### config.mk
export PLATFORM = sky130hd
export DESIGN_NAME = mult_issue_ctrl
export DESIGN_NICKNAME = d
export VERILOG_FILES = /design/src/rtl/mult_ctrl_pkg.sv /design/src/rtl/mult_res_fifo.sv /design/src/rtl/mult_issue_ctrl.sv
export SDC_FILE = /design/constraint.sdc
export NUM_CORES = 1
export LEC_CHECK = 0
export ABC_AREA = 1
export CORE_AREA = 5 5 257 259
export DETAILED_ROUTE_END_ITERATION = 16
export DIE_AREA = 0 0 262 264
export PLACE_DENSITY_LB_ADDON = 0.2
export RECOVER_POWER = 50
export SKIP_CTS_REPAIR_TIMING = 1
export SLEW_MARGIN = 10
export SYNTH_ARGS = -nofsm -noshare
export SYNTH_HDL_FRONTEND = slang
export SYNTH_SLANG_ARGS = --single-unit
export TNS_END_PERCENT = 1
### constraint.sdc
create_clock -name i_clk -period 4.7 [get_ports i_clk]
set_clock_uncertainty 0.05 [all_clocks]
set_input_delay 0.94 -clock i_clk [delete_from_list [all_inputs] [get_ports i_clk]]
set_output_delay 0.94 -clock i_clk [all_outputs]
set_load 0.05 [all_outputs]
### src/rtl/mult_ctrl_pkg.sv
// Shared sizes, payload types and helpers for the multiplier issue controller.
package mult_ctrl_pkg;

    localparam int unsigned NUM_REQ   = 3;
    localparam int unsigned MULT_LAT  = 4;
    localparam int unsigned RES_DEPTH = 4;
    localparam int unsigned TAG_W     = 6;
    localparam int unsigned DATA_W    = 64;

    localparam int unsigned RR_W   = (NUM_REQ > 1) ? $clog2(NUM_REQ) : 1;
    localparam int unsigned PTR_W  = (RES_DEPTH > 1) ? $clog2(RES_DEPTH) : 1;
    localparam int unsigned FCNT_W = $clog2(RES_DEPTH + 1);
    localparam int unsigned OCC_W  = $clog2(RES_DEPTH + MULT_LAT + 1);
    localparam int unsigned RES_W  = TAG_W + DATA_W;

    typedef struct packed {
        logic [DATA_W-1:0] opa;
        logic [DATA_W-1:0] opb;
        logic [TAG_W-1:0]  tag;
    } mult_req_t;

    typedef struct packed {
        logic [TAG_W-1:0]  tag;
        logic [DATA_W-1:0] value;
    } mult_res_t;

    // Number of live operations in the tag pipeline.
    function automatic logic [OCC_W-1:0] count_ones(input logic [MULT_LAT-1:0] i_bits);
        logic [OCC_W-1:0] cnt;
        cnt = '0;
        for (int i = 0; i < int'(MULT_LAT); i++) begin
            cnt = cnt + OCC_W'(i_bits[i]);
        end
        return cnt;
    endfunction

endpackage

### src/rtl/mult_res_fifo.sv
// Result FIFO between the multiplier tag pipeline and the CDB; clear flushes everything.
module mult_res_fifo
    import mult_ctrl_pkg::*;
(
    input  logic              i_clk,
    input  logic              i_rst,
    input  logic              i_push,
    input  logic [RES_W-1:0]  i_push_data,
    input  logic              i_pop,
    input  logic              i_clear,
    output logic [RES_W-1:0]  o_head,
    output logic              o_full,
    output logic              o_empty,
    output logic [FCNT_W-1:0] o_count
);

    mult_res_t          r_mem [RES_DEPTH];
    logic [PTR_W-1:0]   r_wr_ptr;
    logic [PTR_W-1:0]   r_rd_ptr;
    logic [FCNT_W-1:0]  r_count;
    logic               w_empty;
    logic               w_full;
    logic               w_pop;
    logic               w_push;

    function automatic logic [PTR_W-1:0] ptr_inc(input logic [PTR_W-1:0] i_ptr);
        return (i_ptr == PTR_W'(RES_DEPTH - 1)) ? '0 : i_ptr + PTR_W'(1);
    endfunction

    assign w_empty = (r_count == '0);
    assign w_full  = (r_count == FCNT_W'(RES_DEPTH));
    assign w_pop   = i_pop && !w_empty && !i_clear;
    // A pop in the same cycle makes room, so a push while full is still accepted then.
    assign w_push  = i_push && !i_clear && (!w_full || w_pop);

    always_ff @(posedge i_clk or posedge i_rst) begin
        if (i_rst) begin
            r_wr_ptr <= '0;
            r_rd_ptr <= '0;
            r_count  <= '0;
        end else if (i_clear) begin
            r_wr_ptr <= '0;
            r_rd_ptr <= '0;
            r_count  <= '0;
        end else begin
            if (w_push) r_wr_ptr <= ptr_inc(r_wr_ptr);
            if (w_pop)  r_rd_ptr <= ptr_inc(r_rd_ptr);
            case ({w_push, w_pop})
                2'b10:   r_count <= r_count + FCNT_W'(1);
                2'b01:   r_count <= r_count - FCNT_W'(1);
                default: r_count <= r_count;
            endcase
        end
    end

    always_ff @(posedge i_clk) begin
        if (w_push) r_mem[r_wr_ptr] <= mult_res_t'(i_push_data);
    end

    assign o_head  = w_empty ? '0 : r_mem[r_rd_ptr];
    assign o_full  = w_full;
    assign o_empty = w_empty;
    assign o_count = r_count;

endmodule

### src/rtl/mult_issue_ctrl.sv
// Issue controller for an external fixed-latency multiplier: round-robin issue,
// credit-limited tag pipeline, result FIFO onto the CDB, squash and protocol checking.
module mult_issue_ctrl
    import mult_ctrl_pkg::*;
(
    input  logic                       i_clk,
    input  logic                       i_rst,
    input  logic [NUM_REQ-1:0]         i_req_valid,
    input  logic [NUM_REQ*DATA_W-1:0]  i_req_opa,
    input  logic [NUM_REQ*DATA_W-1:0]  i_req_opb,
    input  logic [NUM_REQ*TAG_W-1:0]   i_req_tag,
    output logic [NUM_REQ-1:0]         o_req_ready,
    input  logic                       i_squash,
    output logic                       o_mult_start,
    output logic [DATA_W-1:0]          o_mult_mcand,
    output logic [DATA_W-1:0]          o_mult_mplier,
    input  logic                       i_mult_done,
    input  logic [DATA_W-1:0]          i_mult_product,
    output logic                       o_cdb_valid,
    output logic [TAG_W-1:0]           o_cdb_tag,
    output logic [DATA_W-1:0]          o_cdb_value,
    input  logic                       i_cdb_grant,
    output logic                       o_prot_err
);

    localparam int unsigned LAST = MULT_LAT - 1;

    mult_req_t          w_req [NUM_REQ];
    mult_req_t          w_sel;
    logic [NUM_REQ-1:0] w_grant;
    logic [RR_W-1:0]    w_gidx;
    logic               w_any;
    logic               w_issue_ok;
    logic [OCC_W-1:0]   w_occ;

    logic [RR_W-1:0]     r_rr;
    logic [MULT_LAT-1:0] r_issued;
    logic [MULT_LAT-1:0] r_live;
    logic [TAG_W-1:0]    r_tag [MULT_LAT];
    logic                r_prot_err;

    logic               w_push;
    logic               w_overflow;
    mult_res_t          w_push_res;
    mult_res_t          w_head;
    logic               w_fifo_full;
    logic               w_fifo_empty;
    logic [FCNT_W-1:0]  w_fifo_count;

    always_comb begin
        for (int w = 0; w < int'(NUM_REQ); w++) begin
            w_req[w].opa = i_req_opa[w*DATA_W +: DATA_W];
            w_req[w].opb = i_req_opb[w*DATA_W +: DATA_W];
            w_req[w].tag = i_req_tag[w*TAG_W +: TAG_W];
        end
    end

    // Credits count only registered state, so a pop frees its slot one cycle later.
    assign w_occ      = count_ones(r_live) + OCC_W'(w_fifo_count);
    assign w_issue_ok = !i_rst && !i_squash && (w_occ < OCC_W'(RES_DEPTH));

    always_comb begin : p_arb
        int v_idx;
        v_idx   = 0;
        w_grant = '0;
        w_gidx  = '0;
        w_any   = 1'b0;
        if (w_issue_ok) begin
            for (int k = 0; k < int'(NUM_REQ); k++) begin
                v_idx = int'(r_rr) + k;
                if (v_idx >= int'(NUM_REQ)) v_idx = v_idx - int'(NUM_REQ);
                if (!w_any && i_req_valid[v_idx]) begin
                    w_any          = 1'b1;
                    w_gidx         = RR_W'(v_idx);
                    w_grant[v_idx] = 1'b1;
                end
            end
        end
    end

    assign w_sel         = w_req[w_gidx];
    assign o_req_ready   = w_grant;
    assign o_mult_start  = w_any;
    assign o_mult_mcand  = w_any ? w_sel.opa : '0;
    assign o_mult_mplier = w_any ? w_sel.opb : '0;

    assign w_push     = r_live[LAST] && !i_squash;
    assign w_push_res = '{tag: r_tag[LAST], value: i_mult_product};
    assign w_overflow = w_push && w_fifo_full && !(i_cdb_grant && !w_fifo_empty);

    // Issued bits ignore squash so stale done pulses from killed work stay legal.
    always_ff @(posedge i_clk or posedge i_rst) begin
        if (i_rst) begin
            r_rr       <= '0;
            r_issued   <= '0;
            r_live     <= '0;
            r_prot_err <= 1'b0;
            for (int i = 0; i < int'(MULT_LAT); i++) r_tag[i] <= '0;
        end else begin
            r_issued <= {r_issued[LAST-1:0], w_any};
            r_live   <= i_squash ? '0 : {r_live[LAST-1:0], w_any};
            r_tag[0] <= w_any ? w_sel.tag : '0;
            for (int i = 1; i < int'(MULT_LAT); i++) r_tag[i] <= r_tag[i-1];
            if (w_any) begin
                r_rr <= (w_gidx == RR_W'(NUM_REQ - 1)) ? '0 : w_gidx + RR_W'(1);
            end
            if ((i_mult_done != r_issued[LAST]) || w_overflow) r_prot_err <= 1'b1;
        end
    end

    mult_res_fifo u_res_fifo (
        .i_clk       (i_clk),
        .i_rst       (i_rst),
        .i_push      (w_push),
        .i_push_data (w_push_res),
        .i_pop       (i_cdb_grant),
        .i_clear     (i_squash),
        .o_head      (w_head),
        .o_full      (w_fifo_full),
        .o_empty     (w_fifo_empty),
        .o_count     (w_fifo_count)
    );

    assign o_cdb_valid = !w_fifo_empty;
    assign o_cdb_tag   = w_head.tag;
    assign o_cdb_value = w_head.value;
    assign o_prot_err  = r_prot_err;

endmodule

# Word level (Yosys, flattened, before mapping)
# Memory sizes are Yosys's and may differ from the RTL's.
# Cells that the tools add are included.
# totals
reg_bits	42
mem_bits_rw	280
in_bits	474
out_inout_bits	204
word_cells	130
memories	1
# op_classes
add_sub_neg	14
order_cmp	11
eq_ne	7
n_mux	56
n_bitwise	3
reduce_logical	27
# mem_list
memory	depth	word_bits	read_ports	rd_clocked_by_memory_dff	write_ports	line_no	rtl
u_res_fifo.r_mem	4	70	1	0	1	mult_res_fifo.sv:17	mult_res_t r_mem [RES_DEPTH];
# ops
op	n
134-bit binary-select mux with 2-bit select	1
134-bit two-way mux	2
32-bit two-way mux	6
64-bit two-way mux	2
32-bit by 1-bit greater-or-equal comparator with 1-bit output (second input constant)	3
32-bit by 4-bit < comparator with 1-bit output (second input constant)	3
70-bit two-way mux	1
2-bit two-way mux	11
3-bit two-way mux	7
1-bit two-way mux	17
1-bit logical AND	14
2-bit == test (second input constant)	4
3-bit by 2-bit subtractor with 4-bit output (second input constant)	2
1-bit logical NOT	7
2-bit by 1-bit adder with 2-bit output (second input constant)	3
1-bit binary-select mux with 2-bit select	3
1-bit demux with 2-bit select	3
3-bit by 2-bit greater-or-equal comparator with 1-bit output (second input constant)	2
6-bit two-way mux	1
3-bit OR	2
3-bit case mux with 2 select lines	1
3-bit by 1-bit adder with 4-bit output	1
4-bit by 3-bit adder with 4-bit output	1
4-bit by 3-bit < comparator with 1-bit output (second input constant)	1
other kinds (18)	20

# Longest topological paths before layout
# depth
word_depth	25
depth_mapped	16
ltp_nobuf	14

# By module
# From an unflattened synthesis, not the netlist that was laid out.
# unflattened
cells_unflattened	2034
area_unflattened_um2	17162.7
# modules_own_cells
mod	instances	cells_per_inst	area_each_um2	seq_area_each_um2
mult_res_fifo	1	888	11319.6	8583.2
mult_issue_ctrl	1	1146	5843.1	875.8

# Least setup slack after synthesis
# OpenSTA, ideal clock, no wires.
# synth_timing
path_kind	flip-flop to flip-flop
startpoint	register u_res_fifo.r_count[0], in the netlist u_res_fifo.o_count[0]
endpoint	memory u_res_fifo.r_mem[0][0] (netlist bit), enable pin
setup_time_ns	0.499
t_arrival_ns	4.222
required_time_ns	4.151
path_slack_ns	-0.071
path_stages_with_launch	7
path_buffers	0
synth_period_minus_slack_ns	4.771
path_cell_list	dfrtp_1 > nor2_1 > nand2_1 > nand2_1 > nand3_1 > nand2_1 > nor2_1
# synth_via
elab_chain_len	8
elab_cells_between_ends	10
cone_classes	eq/ne (1); mux (2); reduce/logical (7)
# synth_lines
element	line_no	rtl
start, declared	mult_res_fifo.sv:20	logic [FCNT_W-1:0] r_count;
start signal, assigned	mult_res_fifo.sv:49	2'b10: r_count <= r_count + FCNT_W'(1);
start signal, assigned	mult_res_fifo.sv:50	2'b01: r_count <= r_count - FCNT_W'(1);
start signal, assigned	mult_res_fifo.sv:51	default: r_count <= r_count;
3-bit logical NOT	mult_res_fifo.sv:30	assign w_empty = (r_count == '0);
1-bit logical NOT	-	
named net o_cdb_valid	mult_issue_ctrl.sv:19	output logic o_cdb_valid,
1-bit logical AND (2 in series)	mult_res_fifo.sv:32	assign w_pop = i_pop && !w_empty && !i_clear;
1-bit logical OR	mult_res_fifo.sv:34	assign w_push = i_push && !i_clear && (!w_full || w_pop);
1-bit logical AND	mult_res_fifo.sv:34	
1-bit two-way mux	mult_res_fifo.sv:57	if (w_push) r_mem[r_wr_ptr] <= mult_res_t'(i_push_data);
1-bit two-way mux (not written as such)	mult_res_fifo.sv:57	
end, declared	mult_res_fifo.sv:17	
# The timed path passes the listed nets, and every way through them passes these cells.

# Worst setup path after layout
# layout_timing
startpoint	register r_live[0]
endpoint	output o_mult_mcand[51]
# layout_via
elab_chain_len	12
elab_cells_between_ends	13
cone_classes	add/sub (4); order compare (1); mux (6); bitwise (1); reduce/logical (1)
# layout_lines
element	line_no	rtl
start, declared	mult_issue_ctrl.sv:38	logic [MULT_LAT-1:0] r_live;
start signal, assigned	mult_issue_ctrl.sv:101	r_live <= i_squash ? '0 : {r_live[LAST-1:0], w_any};
1-bit by 1-bit adder with 2-bit output *	mult_ctrl_pkg.sv:32	cnt = cnt + OCC_W'(i_bits[i]);
2-bit by 1-bit adder with 3-bit output *	mult_ctrl_pkg.sv:32	
3-bit by 1-bit adder with 4-bit output *	mult_ctrl_pkg.sv:32	
4-bit by 3-bit adder with 4-bit output *	mult_issue_ctrl.sv:59	assign w_occ = count_ones(r_live) + OCC_W'(w_fifo_count);
4-bit by 3-bit < comparator with 1-bit output *	mult_issue_ctrl.sv:60	assign w_issue_ok = !i_rst && !i_squash && (w_occ < OCC_W'(RES_DEPTH));
1-bit logical AND *	mult_issue_ctrl.sv:60	
2-bit two-way mux	mult_issue_ctrl.sv:68	if (w_issue_ok) begin
2-bit NOT with 3-bit output (not written as such)	mult_issue_ctrl.sv:81	assign w_sel = w_req[w_gidx];
134-bit binary-select mux with 2-bit select	mult_issue_ctrl.sv:81	
134-bit two-way mux (not written as such) (2 in series)	mult_issue_ctrl.sv:81	
64-bit two-way mux *	mult_issue_ctrl.sv:84	assign o_mult_mcand = w_any ? w_sel.opa : '0;
end, declared	mult_issue_ctrl.sv:15	output logic [DATA_W-1:0] o_mult_mcand,
# Mark *: on every way between the ends. The rest lies on a longest branch, timed or not. The select of a mux whose other input is x is not followed.

==> reports/qor.csv <==
metric,value,unit
cts_sinks,322,
synth_common_cells,"nand2_1, nor2_1, edfxtp_1, inv_1, nand3_1",
gp_congestion,0.9896,
path_delay_family,buffers and inverters,
core_area,63650,um^2
worstPathRequired,3710,ps
max_freq,220.3,MHz
dp_hpwl,66400,um
routed_wl,84400,um
grt.total_usage,23.10,%
numCtsBuffers,30,
synth_top_cell_area_share,50.62,%
rsz0062_at_grt,true,
fin_util,42.16,%
timing.final.crit_share,96.56,%
nFillCells,6161,
htree_levels,1,
whs,296.6,ps
start_util,26.10,%
ys_top_cells_by_area,"edfxtp_1, nand2_1, nor2_1",
finalWorstSetupSlack,161.7,ps
cpMaxStageDelayCell,fa_1,
drive_gt1_share,10.03,%
critical_path_arrival,3550,ps
place_ws,82.43,ps
slowest_delay,540,ps
grt_pass1_vias,15770,
overflow,0,
antenna_found_initial,35,
place_area,25730,um^2
crit_buf_inv,5,
ios,678,
die_x,262,um
clockBufferDepth,3,
ys_ff_latch,322,
period_needed,4538,ps
slew_headroom,-53.41,%
drv_slew,43,
rows,93,
drc_errors,0,
clkSlewWorstSetupHoldPaths,60,ps
ys.flop_type,edfxtp_1,
syn_area,16610,um^2
postSynthNetCount,2365,
setup_tns,0,ps
yosysMostFrequentCell,nand2_1,
vdd_drop_max,0.4080,mV
num_vias,15790,
grt_pass1_wl,116300,um
yosysTopAreaCell,edfxtp_1,
end_kind,output port,
grt_max_degree,143,
max-cap-violations,1,
root_buffer,clkbuf_16,
max_slew.worst_pin.slew,2301,ps
status,finished with violations,
violations,"max-capacitance violations, max-slew violations",
path_class,reg -> out,
die_y,264,um
dieArea,69170,um^2
hold_class,reg -> reg,
p_per_area,583.9,nW/um^2
wl_per_cell,24.81,um
synth-seq-area-share,56.94,%
finalSetupViolations,0,
design_area,26830,um^2
final_antenna_net_count,0,
port_buffers,677,
routed_via_density,4.643,
dr.pass1.iters,5,
worst_setup_path_start_kind,flip-flop,
area.sequential,9464,um^2
hold_viol_final,0,
synth_cells,1878,
cts_tree,done,
area_delta_synth_final,61.55,%
crit_top_cell,buf_16,
multi_input_area,5978,um^2
crit_chain,fa_1 > ha_1 > a21o_1 > a21oi_4 > o21ai_2 > inv_2 > nand2_1 > inv_4 > buf_16 > buf_16 > nand3_1 > nand2_2 > buf_12,
clock_latency,550,ps
synth_cell_type_count,30,
syn-mean-instance-area,8.845,um^2
synthArstFlopShare,13.04,%
layout.nets,2996,
drt_iter0_markers,1146,
yosys_warnings,0,
synth_edf_count,280,
p_leak,10.81,nW
crit_fanout,42,
[cell families (layout without fill, tap and decap cells)]
logic type	count (synthesis)	count (layout)	synth area share, %
simple gates	1020	1020	27.43
flops	322	322	56.94
buf+inv	290	945	7.374
compound gates	231	231	7.081
fa+ha+maj	13	13	1.070
xor+xnor	2	2	0.1055
other cells	0	14	0
[state kept, by name, indices dropped and copies added (netlist names)]
signal / flops
o_prot_err: 1
r_issued: 4
r_live: 4
r_rr: 2
r_tag: 24
u_res_fifo.o_count: 3
u_res_fifo.r_mem: 280
u_res_fifo.r_rd_ptr: 2
u_res_fifo.r_wr_ptr: 2
[routing by layer]
layer	vias to the layer above	track usage [%]	share of wire [%]
met4	10	5.002	2.4
met1	7623	27.84	39
met3	106	4.960	6.7
met5	-	0	0.084
li1	7484	-	-
met2	571	42.20	52
[power breakdown]
part	switching [W]	total [W]	leakage (nW)	internal (W)
sequential	0.0000730	0.00333	3.08	0.00326
combinational	0.00643	0.00992	7.24	0.00349
clock	0.00102	0.00242	0.495	0.00140
total	0.00752	0.0157	10.8	0.00815
[metrics by stage]
stage / instances / total power, W
6_report: 3402 / 0.01567
3_3_place_gp: 3331 / 0.01318
2_1_floorplan: 1878 / 0.008617
4_1_cts: 3387 / 0.01567
5_1_grt: 3398 / 0.01636
3_5_place_dp: 3331 / 0.01323
[final timing paths]
path	start	end	slack, ps	cells after the start
worst min register to register	r_tag[10]	r_tag[4]	300	0
worst max-delay path	r_live[0]	o_mult_mcand[51]	160	13
worst max register to register	r_live[0]	r_tag[21]	1840	10
max in group asynchronous	i_rst	u_res_fifo.r_rd_ptr[0]	1320	3
min in group asynchronous	i_rst	u_res_fifo.o_count[2]	1670	3
worst min-delay path	r_tag[10]	r_tag[4]	300	0
[area by class of cell]
class	count	share of cell area, %
clock buffers	38	3.063
diodes	14	0.1306
flip-flops and latches	322	35.27
well taps	855	3.987
multi-input cells	1266	22.28
inverters	166	2.345
clock inverters	18	0.6248
repair buffers	723	32.30
[cells in the final DEF, fill, tap and decap left out, types with 3 or more instances in the layout]
master           synthesis  final
a21oi_1                 75     75
clkbuf_1                73      6
ha_1                    11      9
nand2_2                  3      5
o21ai_0                145    145
buf_16                   0      4
clkinv_1                 0      5
buf_12                   0    141
clkinv_2                 0     10
nand2_1                434    432
dfrtp_1                 42     40
inv_2                    9      7
bufinv_16                0      3
buf_6                    9      3
nor2_4                   0      4
o22ai_1                  3      3
nand3b_1               134    134
dlygate4sd3_1            0     66
nand3_1                149    149
diode_2                  0     14
inv_1                  157    155
nor2_1                 295    291
clkbuf_16                0     32
buf_4                    9     27
clkdlybuf4s50_1          0    479
edfxtp_1               280    280
(Power assumes the default switching activity.)
